<file path="config.mk">
export PLATFORM = sky130hd
export DESIGN_NAME = regfile_scoreboard
export DESIGN_NICKNAME = d
export VERILOG_FILES = /design/src/rtl/regfile_scoreboard_pkg.sv /design/src/rtl/reg_scoreboard.sv /design/src/rtl/regfile_scoreboard.sv
export SDC_FILE = /design/constraint.sdc
export NUM_CORES = 2
export LEC_CHECK = 0
export CORE_MARGIN = 2
export CORE_UTILIZATION = 65
export DETAILED_ROUTE_END_ITERATION = 6
export PLACE_DENSITY = 0.91
export SYNTH_ARGS = -nofsm -noshare
export SYNTH_HDL_FRONTEND = slang
export SYNTH_SLANG_ARGS = --single-unit
</file>
<file path="constraint.sdc">
create_clock -name clk -period 6.8 [get_ports clk]
set_clock_uncertainty 0.2 [all_clocks]
set_input_delay 0.68 -clock clk [delete_from_list [all_inputs] [get_ports clk]]
set_output_delay 0.68 -clock clk [all_outputs]
set_load 0.05 [all_outputs]
</file>
<file path="src/rtl/regfile_scoreboard_pkg.sv">
// rtl/regfile_scoreboard_pkg.sv - shared defaults and constants for the register file scoreboard
package regfile_scoreboard_pkg;

  localparam int XLEN_DEF  = 32;
  localparam int NREGS_DEF = 32;
  // Architectural zero register: reads 0, ignores writes, never busy
  localparam int ZERO_REG  = 0;

endpackage

</file>
<file path="src/rtl/reg_scoreboard.sv">
// rtl/reg_scoreboard.sv - per-register busy bits, hazard detection and busy count
import regfile_scoreboard_pkg::*;

module reg_scoreboard #(
  parameter  int NREGS = NREGS_DEF,
  localparam int AW    = $clog2(NREGS)
) (
  input  logic          clk,
  input  logic          areset,
  input  logic [AW-1:0] rs1_addr,
  input  logic [AW-1:0] rs2_addr,
  input  logic          we,
  input  logic [AW-1:0] wa,
  input  logic          issue_valid,
  input  logic [AW-1:0] issue_rd,
  output logic          rs1_busy,
  output logic          rs2_busy,
  output logic          issue_stall,
  output logic [AW:0]   busy_cnt
);

  localparam logic [AW-1:0] ZERO = AW'(ZERO_REG);

  logic [NREGS-1:0] busy_q;
  logic [AW:0]      cnt_q;
  logic             rd_busy;
  logic             accept;
  logic             set_en;
  logic             clr_en;
  logic             set_inc;
  logic             clr_dec;

  // A writeback landing this cycle resolves the hazard, so it masks the busy bit
  always_comb begin
    rs1_busy    = (rs1_addr != ZERO) && busy_q[rs1_addr] && !(we && wa == rs1_addr);
    rs2_busy    = (rs2_addr != ZERO) && busy_q[rs2_addr] && !(we && wa == rs2_addr);
    rd_busy     = (issue_rd != ZERO) && busy_q[issue_rd] && !(we && wa == issue_rd);
    issue_stall = issue_valid && (rs1_busy || rs2_busy || rd_busy);
    accept      = issue_valid && !issue_stall;
    set_en      = accept && (issue_rd != ZERO);
    clr_en      = we && (wa != ZERO);
    // Count moves only on real bit transitions; set and clear of one register cancel out
    set_inc     = set_en && !busy_q[issue_rd];
    clr_dec     = clr_en && busy_q[wa] && !(set_en && issue_rd == wa);
  end

  // Busy bits and count; the set is applied after the clear so a same-register set wins
  always_ff @(posedge clk or negedge areset) begin
    if (!areset) begin
      busy_q <= '0;
      cnt_q  <= '0;
    end else begin
      if (clr_en) busy_q[wa] <= 1'b0;
      if (set_en) busy_q[issue_rd] <= 1'b1;
      cnt_q <= cnt_q + (AW+1)'(set_inc) - (AW+1)'(clr_dec);
    end
  end

  assign busy_cnt = cnt_q;

endmodule

</file>
<file path="src/rtl/regfile_scoreboard.sv">
// rtl/regfile_scoreboard.sv - register file with write-through bypass and issue scoreboard
import regfile_scoreboard_pkg::*;

module regfile_scoreboard #(
  parameter  int XLEN  = XLEN_DEF,
  parameter  int NREGS = NREGS_DEF,
  localparam int AW    = $clog2(NREGS)
) (
  input  logic            clk,
  input  logic            areset,
  input  logic [AW-1:0]   rs1_addr,
  input  logic [AW-1:0]   rs2_addr,
  output logic [XLEN-1:0] rs1_data,
  output logic [XLEN-1:0] rs2_data,
  output logic            rs1_busy,
  output logic            rs2_busy,
  input  logic            we,
  input  logic [AW-1:0]   wa,
  input  logic [XLEN-1:0] wd,
  input  logic            issue_valid,
  input  logic [AW-1:0]   issue_rd,
  output logic            issue_stall,
  output logic [AW:0]     busy_cnt
);

  localparam logic [AW-1:0] ZERO = AW'(ZERO_REG);

  logic [XLEN-1:0] regs [NREGS];
  logic            wr_en;

  assign wr_en = we && (wa != ZERO);

  // Data array; entry 0 is never written so it stays at its reset value of 0
  always_ff @(posedge clk or negedge areset) begin
    if (!areset) begin
      for (int i = 0; i < NREGS; i++) regs[i] <= '0;
    end else if (wr_en) begin
      regs[wa] <= wd;
    end
  end

  // Combinational reads with write-through bypass of the current writeback
  always_comb begin
    rs1_data = regs[rs1_addr];
    rs2_data = regs[rs2_addr];
    if (wr_en && wa == rs1_addr) rs1_data = wd;
    if (wr_en && wa == rs2_addr) rs2_data = wd;
  end

  reg_scoreboard #(.NREGS(NREGS)) u_scoreboard (
    .clk         (clk),
    .areset      (areset),
    .rs1_addr    (rs1_addr),
    .rs2_addr    (rs2_addr),
    .we          (we),
    .wa          (wa),
    .issue_valid (issue_valid),
    .issue_rd    (issue_rd),
    .rs1_busy    (rs1_busy),
    .rs2_busy    (rs2_busy),
    .issue_stall (issue_stall),
    .busy_cnt    (busy_cnt)
  );

endmodule

</file>
==> impl_metrics.json <==
{
  "dp_hpwl_mm": 86.42,
  "portBuffers": 128,
  "grt_overflow": 0,
  "min_path_type": "flop to flop",
  "cts_max_path_buffers": 3,
  "routed_wl_mm": 158.5,
  "synth_nets": 3708,
  "grt_pass1_vias": 38010,
  "avgViaCountPerCell": 7.511,
  "die_y_um": 301.6,
  "nets": 3602,
  "clock_power_share_pct": 32.6,
  "cp_data_arrival_time_ps": 4320,
  "powerDensity_nw_per_um2": 308.0,
  "pin_count": 129,
  "coreArea_um2": 88100,
  "grt_pass1_wl_mm": 240.8,
  "worstPathRequired_ps": 5920,
  "period_minus_slack_ps": 5196,
  "htreeDepth": 3,
  "yosysSeqAreaShare_pct": 46.17,
  "cts-root-buf": "clkbuf_16",
  "path_max_fanout": 64,
  "drt_pass1_iterations": 6,
  "cts_tree": "yes",
  "drv_cap": 0,
  "final.period_utilization_pct": 76.40,
  "netlist_area_um2": 57560,
  "finalWorstSetupSlack_ps": 1604,
  "cts.clk_slew.worst_paths_ps": 60,
  "tns_ps": 0,
  "swShare_pct": 28.82,
  "start_kind": "primary input",
  "synth-compound-area-share_pct": 1.721,
  "pwr-share-comb_pct": 24.0,
  "pwr-share-seq_pct": 43.4,
  "power.leakage_nw": 27.13,
  "synthSimpleGateAreaFrac_pct": 1.865,
  "preCtsSetupSlack_ps": 1690,
  "synth_top_area_cell": "dfrtp_1",
  "die-area_um2": 90960,
  "ys_ff_latch": 1062,
  "final_layout_size_suffix_gt1_share_pct": 54.85,
  "first_iter_violations": 4269,
  "finalMaxSlewViolations": 0,
  "status": "completed",
  "vias": 35990,
  "initial_core_util_pct": 65.34,
  "worstMarginPinSlew_ps": 1297,
  "post-route-drc-count": 0,
  "critPathKind": "primary input to primary output",
  "routedWlPerCell_um": 33.07,
  "antenna_found_initial": 3,
  "synth_ff_type": "dfrtp_1",
  "p_int_w": 0.01391,
  "async_flop_share_pct": 100.0,
  "synth_cell_types": 48,
  "num_rows": 109,
  "synthMuxAreaShare_pct": 46.75,
  "clock-sinks": 1062,
  "power_switching_w": 0.005633,
  "synth_edf_count": 0,
  "place.gp.congestion": 0.8909,
  "grt_max_degree": 182,
  "slew_headroom_pct": 13.30,
  "area_growth_syn_to_layout_pct": 10.24,
  "synth_area_leaders": "dfrtp_1 46%, mux4_2 26%, mux2_2 19%",
  "yosysWarnings": 0,
  "synth_fa_ha_area_share_pct": 0.1652,
  "ant_nets": 0,
  "rsz0062_at_grt": "no",
  "hold_viol_final": 0,
  "synth_top_area_share_pct": 46.17,
  "setup_viol": 0,
  "numCtsBuffers": 107,
  "die_x_um": 301.6,
  "crit_path_end_kind": "primary output",
  "synth_top_family_by_area": "multiplexers",
  "max_freq_mhz": 192.5,
  "synth_cells": 3645,
  "grt_util_all_layers_pct": 35.80,
  "ir_worst_vdd_uv": 258.9,
  "synth-xor-area-share_pct": 0.3043,
  "clock_latency_ps": 710,
  "syn_avg_cell_area_um2": 15.79
}
-- placed cells by master, fill, tap and decap left out, drive strengths merged, types with 9 or more instances in the layout --
cell,count
o22ai,9
bufinv,13
clkbuf,149
mux2i,94
clkdlybuf4s50,117
clkinv,28
xnor2,10
o21ai,76
nand2,147
xor2,10
nor2,22
nand3,9
inv,17
dfrtp,1062
nor3,11
o31ai,31
mux2,994
buf,89
mux4,656
-- stage by stage --
step	power (W)	cells	instance area (µm²)	utilization, %	hold slack, ps
after floorplan	0.01175	3645	57560	-	184.4
after global placement	0.01282	4594	59630	67.68	176.3
after detailed placement	0.01314	4594	59630	67.68	182.1
after CTS	0.01952	4791	63450	72.02	197.5
after global routing	0.02019	4792	63460	72.03	209.3
final	0.01955	4792	63460	72.03	194.1
-- state kept, by name, indices dropped and copies added, names as in the netlist --
register	cells
u_scoreboard.busy_q	32
u_scoreboard.busy_cnt	6
regs	1024
-- routing by layer --
layer,global-route usage (%),part of all wire [%],up-vias
li1,-,-,13920
met1,47.10,35,19120
met2,55.84,48,2329
met3,8.760,10,619
met4,19.41,5.8,2
met5,0,0.0076,-
-- cell type report --
type	instances	area [µm²]
fillers	5086	24650
multi-input cells	2148	29450
repair buffers	207	2107
diodes	1	2.502
flip-flops and latches	1062	26580
clock inverters	47	656.9
clock buffers	149	3158
well taps	1165	1458
inverters	13	48.80
-- logic make-up (layout without fill, tap and decap cells) --
group / Yosys count / after routing
compound gates: 141 / 141
xor+xnor: 20 / 20
fa+ha+maj: 7 / 7
buf+inv: 435 / 416
flops: 1062 / 1062
mux: 1744 / 1744
other cells: 0 / 1
simple gates: 236 / 236
-- Yosys cell counts (all sizes together), types with 7 or more instances --
master and count:
nand3 9, nor3b 8, nor3 11, xor2 10
o22ai 9, mux2i 94, nor2 22, dfrtp 1062
buf 162, mux2 994, clkbuf 260, mux4 656
o31ai 31, a22oi 7, inv 13, xnor2 10
nand2 147, o21ai 76
-- critical path, cell delays in order --
cell             delay (ps)
clkdlybuf4s50_1        1030
xor2_1                  160
nor4_1                  260
and3_1                  240
and2_4                  730
nand2_1                 150
o21ai_1                 170
clkdlybuf4s50_1         850
-- repair_timing --
item / in CTS / in global routing
endpoints found under the setup margin: 0 / 0
resized for setup: 0 / 0
buffers inserted: 0 / 0
endpoints found under the hold margin: 85 / 0
hold buffers: 1 / 0
-- power by group through the flow --
stage	clock network [W]	logic, W	registers [W]
finish	0.00637	0.00469	0.00849
floorplan	0	0.00351	0.00824
global placement	0	0.00447	0.00835
global route	0.00665	0.00494	0.00860
detailed placement	0	0.00464	0.00851
CTS	0.00640	0.00469	0.00843
-- final timing paths --
check / startpoint / to / slack [ps] / depth (start not counted)
max: wa[1] / rs1_data[23] / 1600 / 8
min: regs[1006]$_DFFE_PN0P_ / regs[1006]$_DFFE_PN0P_ / 190 / 0
max reg2reg: u_scoreboard.busy_q[18]$_DFF_PN0_ / u_scoreboard.busy_cnt[4]$_DFF_PN0_ / 3120 / 15
min reg2reg: regs[1006]$_DFFE_PN0P_ / regs[1006]$_DFFE_PN0P_ / 190 / 0
max in group asynchronous: areset / regs[688]$_DFFE_PN0P_ / 4450 / 3
min in group asynchronous: areset / u_scoreboard.busy_cnt[2]$_DFF_PN0_ / 370 / 2
(Power assumes the default switching activity.)
